## config.mk

```make
export PLATFORM = sky130hd
export DESIGN_NAME = branch_resolve
export DESIGN_NICKNAME = d
export VERILOG_FILES = /design/src/rtl/branch_resolve.sv
export SDC_FILE = /design/constraint.sdc
export NUM_CORES = 1
export LEC_CHECK = 0
export CORE_MARGIN = 3
export CORE_UTILIZATION = 34
export DETAILED_ROUTE_END_ITERATION = 6
export DONT_BUFFER_PORTS = 1
export SLEW_MARGIN = 20
export SYNTH_ARGS = -nofsm -noshare
export SYNTH_HDL_FRONTEND = slang
export SYNTH_SLANG_ARGS = --single-unit
export TNS_END_PERCENT = 100
```

## constraint.sdc

```tcl
create_clock -name clk_i -period 2.9 [get_ports clk_i]
set_input_delay 0.29 -clock clk_i [delete_from_list [all_inputs] [get_ports clk_i]]
set_output_delay 0.29 -clock clk_i [all_outputs]
set_load 0.02 [all_outputs]
```

## src/rtl/branch_resolve.sv

```systemverilog
// Resolves EX-stage branches and jumps, issues one-cycle fetch redirects,
// and maintains a 2-bit saturating-counter BHT with resolution statistics.
module branch_resolve #(
  parameter int BHT_IDX_W = 4
) (
  input  logic        clk_i,
  input  logic        rst_i,
  input  logic        ex_valid_i,
  input  logic        ex_is_branch_i,
  input  logic        ex_is_jump_i,
  input  logic [2:0]  ex_funct3_i,
  input  logic [31:0] ex_pc_i,
  input  logic [31:0] ex_target_i,
  input  logic        ex_pred_taken_i,
  input  logic        br_less_i,
  input  logic        br_equal_i,
  output logic        br_unsigned_o,
  input  logic [31:0] if_pc_i,
  output logic        if_pred_taken_o,
  output logic        redirect_o,
  output logic [31:0] redirect_pc_o,
  output logic [15:0] br_count_o,
  output logic [15:0] mispred_count_o
);

  localparam int BHT_N = 1 << BHT_IDX_W;

  logic [1:0]           r_bht [BHT_N];
  logic                 r_redirect;
  logic [31:0]          r_redirect_pc;
  logic                 r_shadow;
  logic [15:0]          r_br_count;
  logic [15:0]          r_mispred_count;

  logic                 w_resolved;
  logic                 w_jump;
  logic                 w_branch;
  logic                 w_taken;
  logic                 w_cond_ok;
  logic                 w_mispredict;
  logic [31:0]          w_correct_pc;
  logic [31:0]          w_pc_plus4;
  logic [BHT_IDX_W-1:0] w_ex_idx;
  logic [BHT_IDX_W-1:0] w_if_idx;
  logic                 w_unused_if_pc;

  assign br_unsigned_o = (ex_funct3_i == 3'b110) || (ex_funct3_i == 3'b111);

  always_comb begin
    w_taken   = 1'b0;
    w_cond_ok = 1'b1;
    case (ex_funct3_i)
      3'b000:  w_taken = br_equal_i;
      3'b001:  w_taken = ~br_equal_i;
      3'b100:  w_taken = br_less_i;
      3'b101:  w_taken = ~br_less_i;
      3'b110:  w_taken = br_less_i;
      3'b111:  w_taken = ~br_less_i;
      default: w_cond_ok = 1'b0;
    endcase
  end

  // The EX instruction sitting in a redirect cycle is wrong-path.
  assign w_resolved = ex_valid_i & ~r_shadow;
  assign w_jump     = w_resolved & ex_is_jump_i;
  assign w_branch   = w_resolved & ex_is_branch_i & ~ex_is_jump_i & w_cond_ok;
  assign w_pc_plus4 = ex_pc_i + 32'd4;

  always_comb begin
    w_mispredict = 1'b0;
    w_correct_pc = w_pc_plus4;
    if (w_jump) begin
      w_mispredict = 1'b1;
      w_correct_pc = ex_target_i;
    end else if (w_branch) begin
      w_mispredict = (w_taken != ex_pred_taken_i);
      w_correct_pc = w_taken ? ex_target_i : w_pc_plus4;
    end else begin
      w_mispredict = 1'b0;
    end
  end

  assign w_ex_idx       = ex_pc_i[BHT_IDX_W+1:2];
  assign w_if_idx       = if_pc_i[BHT_IDX_W+1:2];
  assign w_unused_if_pc = ^{if_pc_i[31:BHT_IDX_W+2], if_pc_i[1:0]};

  // Array read sees the pre-update value when IF and EX hit the same entry.
  assign if_pred_taken_o = r_bht[w_if_idx][1];

  always_ff @(posedge clk_i or posedge rst_i) begin
    if (rst_i) begin
      r_redirect      <= 1'b0;
      r_redirect_pc   <= 32'd0;
      r_shadow        <= 1'b0;
      r_br_count      <= 16'd0;
      r_mispred_count <= 16'd0;
      for (int i = 0; i < BHT_N; i++) begin
        r_bht[i] <= 2'b01;
      end
    end else begin
      r_redirect <= w_mispredict;
      r_shadow   <= w_mispredict;
      if (w_mispredict) begin
        r_redirect_pc <= w_correct_pc;
        if (r_mispred_count != 16'hFFFF) begin
          r_mispred_count <= r_mispred_count + 16'd1;
        end
      end
      if (w_branch) begin
        if (r_br_count != 16'hFFFF) begin
          r_br_count <= r_br_count + 16'd1;
        end
        if (w_taken && (r_bht[w_ex_idx] != 2'b11)) begin
          r_bht[w_ex_idx] <= r_bht[w_ex_idx] + 2'b01;
        end else if (!w_taken && (r_bht[w_ex_idx] != 2'b00)) begin
          r_bht[w_ex_idx] <= r_bht[w_ex_idx] - 2'b01;
        end
      end
    end
  end

  assign redirect_o      = r_redirect;
  assign redirect_pc_o   = r_redirect_pc;
  assign br_count_o      = r_br_count;
  assign mispred_count_o = r_mispred_count;

endmodule
```

==> metrics.txt, run 1 <==
Core Util, Final 39.4%; ys async rst share 100%; layout cells sized above 1 between 20 and 25%; HPWL reported at the end of detailed placement 10400 um; nature of the critical path startpoint register; RSZ-0062 raised after global routing no; row count 45; first-pass GRT wire length 21700 um; end of the worst hold path redirect_pc_o[24]; n_diodes 0; Compound-Gate Fraction of Synth Area 5.98%; adder-cell area share of the yosys netlist 1.82%; CTS tree built; Via density about 5.3; drt pass-1 iters 4; H-tree levels 3; Tot GR Track Use between 10% and 20%; fillers 1500; RR Endpoint r_bht[3]; CTS Root Buffer Type clkbuf_16; max-cap viol count 0; DRC errors left 0; RePlAce Congestion 0.783; Setup Fix Bufs, Post-CTS 0; FF-to-FF Start r_bht[17]; io pins between 150 and 200; FF+latch area ~2400 sq um; reg2reg path depth 7; CORE AREA 15500 sq um; largest net degree at the start of global routing 57; number of synthesized register bits 97; wire per inst 18.7 um; synth top area cells dfrtp_1 (37%), dfstp_2 (7.6%), mux2_2 (7.2%), xnor2_1 (5.9%), mux4_2 (5.7%); Net Count, Synth roughly 630; Avg Cell Area, Syn 10.6 sq um; Hold Crit Class in -> reg; final worst path period share between 90% and 100%; part of the Yosys area used for sequential elements 44.5%; relative slew slack 51.9%; status finished, final reports clean; DRT iter0 DRCs 218; grt ovf 0; xor and xnor area share after synthesis 8.76%; Final nets 636; final setup fails 0; post-synthesis mux area share 16.7%; Worst Hold Depth 2; Leakage 2.57 nW; Die ar. 17700 sq um; transition time of the tightest slew-check pin 0.718 ns; synth cell count leaders dfrtp_1 (81), nand2_1 (54), xnor2_1 (37), mux2_2 (35), o21ai_0 (33); vias approximately 3900; post-synthesis simple-gate area fraction between 10% and 20%; r2r setup slk about 0.10 ns; Pwr Total 0.00368 W; area of the mapped netlist 5500 sq um; Post-DRT Antenna Nets 0; Area Growth Syn to Fin 10.9%; register clock-pin slew on the reported worst setup and hold paths ~0.08 ns; I/O Buffers 0; largest fanout on the critical path 6; Max Freq ~360 MHz; Critical Path RT between 3 and 4 ns; CTS Buf Count 9; die outline height 133 um; hold_sp ex_target_i[24]; ys flop type dfrtp_1; number of synthesized flops with an enable pin 0; most frequent cell after synthesis dfrtp_1; Setup CP Type reg -> reg; antenna violations before repair 0; Crit. End Element register; die span in x ~130 um; critical path arrival 3.02 ns; largest family of logic cells by synthesized area simple AND/OR/NAND/NOR gates; latest clock arrival within the worst-skew pair 0.35 ns; worst vdd ir 0.000316 V; Starting Density 35.5%; Clock Skews between 0.008 and 0.009 ns; multi-input logic area 2910 sq um; Final Hold Vio Count 0; clk buf depth 2; Routed WL 13800 um; Cell variety after synth 46; Pwr Density 603 nW/um^2; number of global-route vias before repair 3991; Final Critical Period 2.80 ns; Synth Warn # 0; Final Slew Violations 0; Synth Instances 518; number of clock sinks 97; cell taking the most area after synthesis dfrtp_1; Synth top area share between 30 and 40%
[critical path, cell delays in order (launching register included)]
cell,delay (ns)
dfrtp_1,0.39
mux4_2,0.48
mux4_2,0.50
ha_1,0.21
mux2_4,0.32
nor2_4,0.18
and4_1,0.26
mux2_2,0.34
[cells in the final DEF (no fill, tap or decap), drive strengths merged]
master       instances
ha                   8
nand3               30
and3                16
nand4               21
or3                  1
nor4                 6
a31oi                1
inv                 13
xor2                18
nand2               54
and2b                1
nor2b                2
and2                 7
o22a                 1
and3b                1
o21ai               35
clkinv               2
nor3                 8
a21oi               20
buf                 14
o31ai                1
dlygate4sd3          1
a22oi                1
nor3b                1
clkbuf              11
dfstp               16
xnor2               37
nor2                35
nand4b               1
mux2i               14
and4                 8
mux2                41
nand2b               2
dfrtp               81
clkinvlp             2
and4b                1
mux4                14
[per-layer routing]
metal  part of all wire [%]  global-route usage [%]  wire [um]
met4                    2.9                    6.97        401
met1                     41                    19.4       5710
met3                     10                    5.93       1410
met2                     45                    23.7       6250
met5                      0                       0          0
[report_power, final]
group          leakage, nW  switching [W]  internal (W)  total (W)
registers             1.22       0.000387       0.00157    0.00196
clock network        0.138       0.000530      0.000632    0.00116
logic                 1.21       0.000300      0.000259   0.000560
total                 2.57        0.00122       0.00246    0.00368
[repair_timing]
action | CTS | global route
cloned | 0 | 1
hold endpoints to repair | 38 | 0
gates resized for setup | 1 | 1
hold buffers | 1 | 0
endpoints found under the setup margin | 16 | 11
pin swaps | 0 | 0
[kinds of logic after synthesis]
kind of cell,count (synthesis)
multiplexers,69
adder cells (fa/ha/maj),8
AND/OR/NAND/NOR,194
XOR/XNOR,55
AO/OA/AOI/OAI,59
buffers and inverters,36
flip-flops,97
[worst max-delay path by stage]
stage,startpoint,depth (start not counted),slack [ns],end
6_report,r_bht[17],7,0.10,r_bht[3]
5_1_grt,r_bht[17],7,0.02,r_bht[3]
4_1_cts,r_bht[17],7,0.05,r_bht[3]
3_5_place_dp,r_bht[17],5,-0.09,r_bht[13]
3_3_place_gp,r_bht[1],5,0.04,r_bht[13]
2_1_floorplan,ex_pc_i[2],13,0.02,r_bht[11]
[layout make-up]
cell class                      instances  share of cell area [%]
Inverter                               12                   0.779
Clock buffer                           11                    4.14
Multi-Input combinational cell        386                    47.7
Clock inverter                          5                   0.615
Timing Repair Buffer                   15                    2.30
Tap cell                              211                    4.33
Sequential cell                        97                    40.1
[metrics by stage]
| step | hold WS, ns | cell area [sq um] | setup WS (ns) | TNS [ns] | std cells |
|---|---|---|---|---|---|
| after global routing | 0.139 | 6100 | 0.0168 | 0 | 737 |
| after global placement | 0.334 | 5780 | 0.0427 | 0 | 719 |
| after CTS | 0.121 | 6090 | 0.0532 | 0 | 736 |
| after detailed placement | 0.339 | 5780 | -0.0931 | -1.20 | 719 |
| after floorplan | 0.482 | 5500 | 0.0230 | 0 | 518 |
| final | 0.138 | 6100 | 0.104 | 0 | 737 |
Note: power is estimated with default switching activity, not from simulation.
==> run 2, diff against run 1 <==
--- a/config.mk
+++ b/config.mk
@@ -5,10 +5,14 @@
 export SDC_FILE = /design/constraint.sdc
 export NUM_CORES = 1
 export LEC_CHECK = 0
+export CELL_PAD_IN_SITES_DETAIL_PLACEMENT = 1
+export CELL_PAD_IN_SITES_GLOBAL_PLACEMENT = 2
 export CORE_MARGIN = 3
 export CORE_UTILIZATION = 34
 export DETAILED_ROUTE_END_ITERATION = 6
 export DONT_BUFFER_PORTS = 1
+export PLACE_DENSITY_LB_ADDON = 0.1
+export SETUP_SLACK_MARGIN = 0.4
 export SLEW_MARGIN = 20
 export SYNTH_ARGS = -nofsm -noshare
 export SYNTH_HDL_FRONTEND = slang
==> metrics.txt, run 2 (same netlist as run 1, synthesis figures left out) <==
status finished, final reports clean; n_diodes 0; most frequent cells in the layout dfrtp_1 (81), nand2_1 (54), xnor2_1 (36); RSZ-0062 raised after global routing yes; DRT iter0 DRCs 181; Reg power frac 51.4%; Starting Density roughly 36%; Pwr Density slightly above 600 nW/um^2; Net Sw Frac 33.6%; largest net degree at the start of global routing 53; r2r setup slk around 0.14 ns; Tot GR Track Use between 10% and 20%; reg2reg path depth 7; first-pass GRT wire length roughly 24000 um; vias 3974; number of global-route vias before repair 4280; met1 usage 21.8%; CORE AREA 15500 sq um; Crit path max-delay family multiplexers; Via density 5.33; commonest non-fill, non-tap cell in the layout dfrtp_1; Clock Skews 0.0104 ns; wire per inst 20.4 um; post-route cell area 6330 sq um; Final nets 644; routing usage on met2 ~29%; RR Endpoint r_bht[3]; Hold Crit Class in -> reg; max-cap viol count 0; relative slew slack 49.9%; Final Slew Violations 0; FF-to-FF Start r_bht[1]; Max stage delay on crit path 0.52 ns; crit path cell chain mux4_2 -> mux4_2 -> ha_4 -> mux2_4 -> nor2_4 -> and4_4 -> mux2_4; worst vdd ir 0.000289 V; Area Growth Syn to Fin 15.2%; Worst Hold Depth 2; number of clock sinks between 90 and 100; slowest CP cell mux4_2; layout cells sized above 1 25.8%; io pins 174; register clock-pin slew on the reported worst setup and hold paths roughly 0.080 ns; Cell Int Power 0.00254 W; met3 Use GR between 4 and 5%; clk buf depth 2; HPWL reported at the end of detailed placement approximately 11000 um; Max Freq 362 MHz; die span in x 133 um; P_sw 0.00129 W; Pwr Total around 0.0038 W; Routed WL between 15000 and 20000 um; gr busiest metal met2; Leakage 2.63 nW; drt pass-1 iters 4; Final Hold Vio Count 0; pre-CTS setup slack -0.0426 ns; Critical Path RT 3.14 ns; H-tree levels 3; critical path arrival roughly 3 ns; Post-DRT Antenna Nets 0; latest clock arrival within the worst-skew pair 0.35 ns; antenna violations before repair 0; CTS tree built; row count 45; power share of the clock group 32.7%; Final Critical Period 2.76 ns; CTS Root Buffer Type clkbuf_16; Logic pwr share between 15 and 20%; largest fanout on the critical path 6; hold_sp ex_target_i[10]; CTS Buf Count 9; final worst path period share 95.3%; setup ws final 0.138 ns; Setup CP Type reg -> reg; die outline height 133 um; I/O Buffers 0; DRC errors left 0; Die ar. 17700 sq um; grt ovf 0; placed instance area 5830 sq um; end of the worst hold path redirect_pc_o[10]; CP bufs+invs 0; RePlAce Congestion roughly 0.74; nature of the critical path startpoint register; transition time of the tightest slew-check pin roughly 0.75 ns; final setup fails 0; Crit. End Element register
## run 2: metrics by stage
stage / hold slack, ns / std cells / utilization, % / setup TNS (ns)
2_1_floorplan: 0.482 / 518 / - / 0
3_3_place_gp: 0.276 / 720 / 37.7 / 0
3_5_place_dp: 0.276 / 720 / 37.7 / -0.422
4_1_cts: 0.124 / 743 / 40.7 / 0
5_1_grt: 0.138 / 745 / 40.9 / 0
6_report: 0.140 / 745 / 40.9 / 0
## run 2: power groups by stage
stage          Sequential (W)  Clock (W)  Combinational [W]
6_report              0.00196    0.00125           0.000608
5_1_grt               0.00200    0.00135           0.000691
4_1_cts               0.00197    0.00130           0.000614
3_5_place_dp          0.00200          0           0.000574
3_3_place_gp          0.00199          0           0.000548
2_1_floorplan         0.00192          0           0.000460
## run 2: worst max-delay path by stage
stage | startpoint | to | depth (start not counted)
CTS | r_bht[1] | r_bht[3] | 7
global route | r_bht[17] | r_bht[3] | 7
finish | r_bht[1] | r_bht[3] | 7
detailed placement | r_bht[25] | r_bht[19] | 5
global placement | r_bht[25] | r_bht[27] | 5
floorplan | register | r_bht[11] | 11
## run 2: repair_timing
item | CTS | global route
endpoints found under the hold margin | 25 | 0
hold buffers | 1 | 0
buffers inserted | 5 | 2
resized for setup | 27 | 3
pin swaps | 5 | 2
cloned | 1 | 0
setup endpoints to repair | 32 | 32
## run 2: per-layer routing
| layer | part of all wire (%) | routed length [um] |
|---|---|---|
| met1 | 43 | 6550 |
| met2 | 49 | 7480 |
| met3 | 6.0 | 916 |
| met4 | 1.5 | 234 |
| met5 | 0 | 0 |
## run 2: area by class of cell
cell class              count  area, sq um
fillers                  1675         9150
multi-input cells         386         3060
flip-flops and latches     97         2450
well taps                 211          264
clock buffers               9          225
repair buffers             23          208
clock inverters             7         78.8
inverters                  12         48.8
==> run 3, diff against run 2 <==
--- a/config.mk
+++ b/config.mk
@@ -11,6 +11,7 @@
 export CORE_UTILIZATION = 34
 export DETAILED_ROUTE_END_ITERATION = 6
 export DONT_BUFFER_PORTS = 1
+export MAX_ROUTING_LAYER = met4
 export PLACE_DENSITY_LB_ADDON = 0.1
 export SETUP_SLACK_MARGIN = 0.4
 export SLEW_MARGIN = 20
==> metrics.txt, run 3 (same netlist as run 1, synthesis figures left out) <==
CTS Root Buffer Type clkbuf_16; die span in x 133 um; Final nets roughly 640; transition time of the tightest slew-check pin 0.747 ns; latest clock arrival within the worst-skew pair 0.35 ns; number of clock sinks 97; wire per inst approximately 20 um; Final Hold Vio Count 0; DRT iter0 DRCs 227; HPWL reported at the end of detailed placement around 11000 um; grt ovf 0; Area Growth Syn to Fin 15.2%; Worst Hold Depth 2; layout cells sized above 1 25.8%; register clock-pin slew on the reported worst setup and hold paths 0.07 ns; nature of the critical path startpoint register; Final Slew Violations 0; worst vdd ir 0.000290 V; reg2reg path depth 7; Clock Skews 0.0103 ns; clk buf depth 2; Die ar. roughly 18000 sq um; row count 45; hold_sp ex_target_i[10]; final setup fails 0; end of the worst hold path redirect_pc_o[10]; CTS Buf Count 9; Setup CP Type reg -> reg; Final Critical Period 2.75 ns; RR Endpoint r_bht[3]; Via density 5.32; Post-DRT Antenna Nets 0; Hold Crit Class in -> reg; RSZ-0062 raised after global routing yes; largest fanout on the critical path 6; n_diodes 0; DRC errors left 0; Leakage 2.63 nW; Pwr Density 603 nW/um^2; FF-to-FF Start r_bht[17]; number of global-route vias before repair 4273; vias 3966; H-tree levels 3; final worst path period share 95.0%; Max Freq 363 MHz; antenna violations before repair 0; pre-CTS setup slack -0.0426 ns; relative slew slack 50.0%; most frequent cells in the layout dfrtp_1 (81), nand2_1 (54), xnor2_1 (36); drt pass-1 iters 4; io pins about 170; max-cap viol count 0; Tot GR Track Use 17.7%; worst hold slack 0.139 ns; Critical Path RT 3.14 ns; setup ws final 0.145 ns; status finished, final reports clean; first-pass GRT wire length roughly 24000 um; critical path arrival about 3 ns; Crit. End Element register; die outline height 133 um; I/O Buffers 0; CTS tree built; commonest non-fill, non-tap cell in the layout dfrtp_1; RePlAce Congestion 0.755; Routed WL between 15000 and 20000 um; Starting Density a little over a third; r2r setup slk 0.15 ns; CORE AREA ~15000 sq um; largest net degree at the start of global routing 53
[run 3: cell counts in the layout (fill, tap and decap cells not counted)]
Identical to the previous run, type by type.
[run 3: critical path, cell delays in order, from the launching register on]
cell and delay, ns:
dfrtp_1 0.38, mux4_2 0.49, mux4_2 0.52, ha_4 0.18, mux2_4 0.31, nor2_4 0.19, and4_4 0.28, mux2_4 0.30
[run 3: worst max-delay path by stage]
stage | start | endpoint | slack [ns] | cells past startpoint
after global placement | r_bht[25] | r_bht[27] | 0.02 | 5
after CTS | r_bht[1] | r_bht[3] | 0.17 | 7
after detailed placement | r_bht[25] | r_bht[19] | -0.04 | 5
final | r_bht[17] | r_bht[3] | 0.15 | 7
after floorplan | register | r_bht[11] | 0.12 | 11
after global routing | r_bht[17] | register | 0.07 | 7
[run 3: repair_timing]
item                       in CTS  in global routing
cloned                          1                  0
buffers inserted                5                  2
setup endpoints to repair      32                 32
resized for setup              27                  3
pin swaps                       5                  1
hold buffers                    1                  0
hold endpoints to repair       25                  0
[run 3: where the power goes]
group          leakage, nW  switching, W  internal [W]
logic                 1.27      0.000318      0.000290
registers             1.22      0.000397       0.00157
clock network        0.144      0.000569      0.000679
[run 3: stage by stage]
stage                     power (W)  cell area (sq um)  util [%]  cells  setup TNS [ns]
after floorplan             0.00238               5550         -    518               0
after global placement      0.00254               5830      37.7    720               0
after detailed placement    0.00257               5830      37.7    720          -0.422
after CTS                   0.00388               6300      40.7    743               0
after global routing        0.00404               6330      40.9    745               0
final                       0.00382               6330      40.9    745               0
[run 3: per-layer routing]
metal | vias up | global-route usage (%) | part of all wire (%)
met1 | 2003 | 22.2 | 43
li1 | 1867 | - | -
met5 | - | - | 0
met3 | 12 | 4.53 | 5.8
met4 | 0 | 5.37 | 1.5
met2 | 84 | 28.3 | 50
[run 3: cell type report]
class / count / area [sq um]
fill: 1675 / 9150
multi-input combinational: 386 / 3060
sequential: 97 / 2450
tap: 211 / 264
clock buffer: 9 / 225
timing repair buffer: 23 / 208
clock inverter: 7 / 78.8
inverter: 12 / 48.8
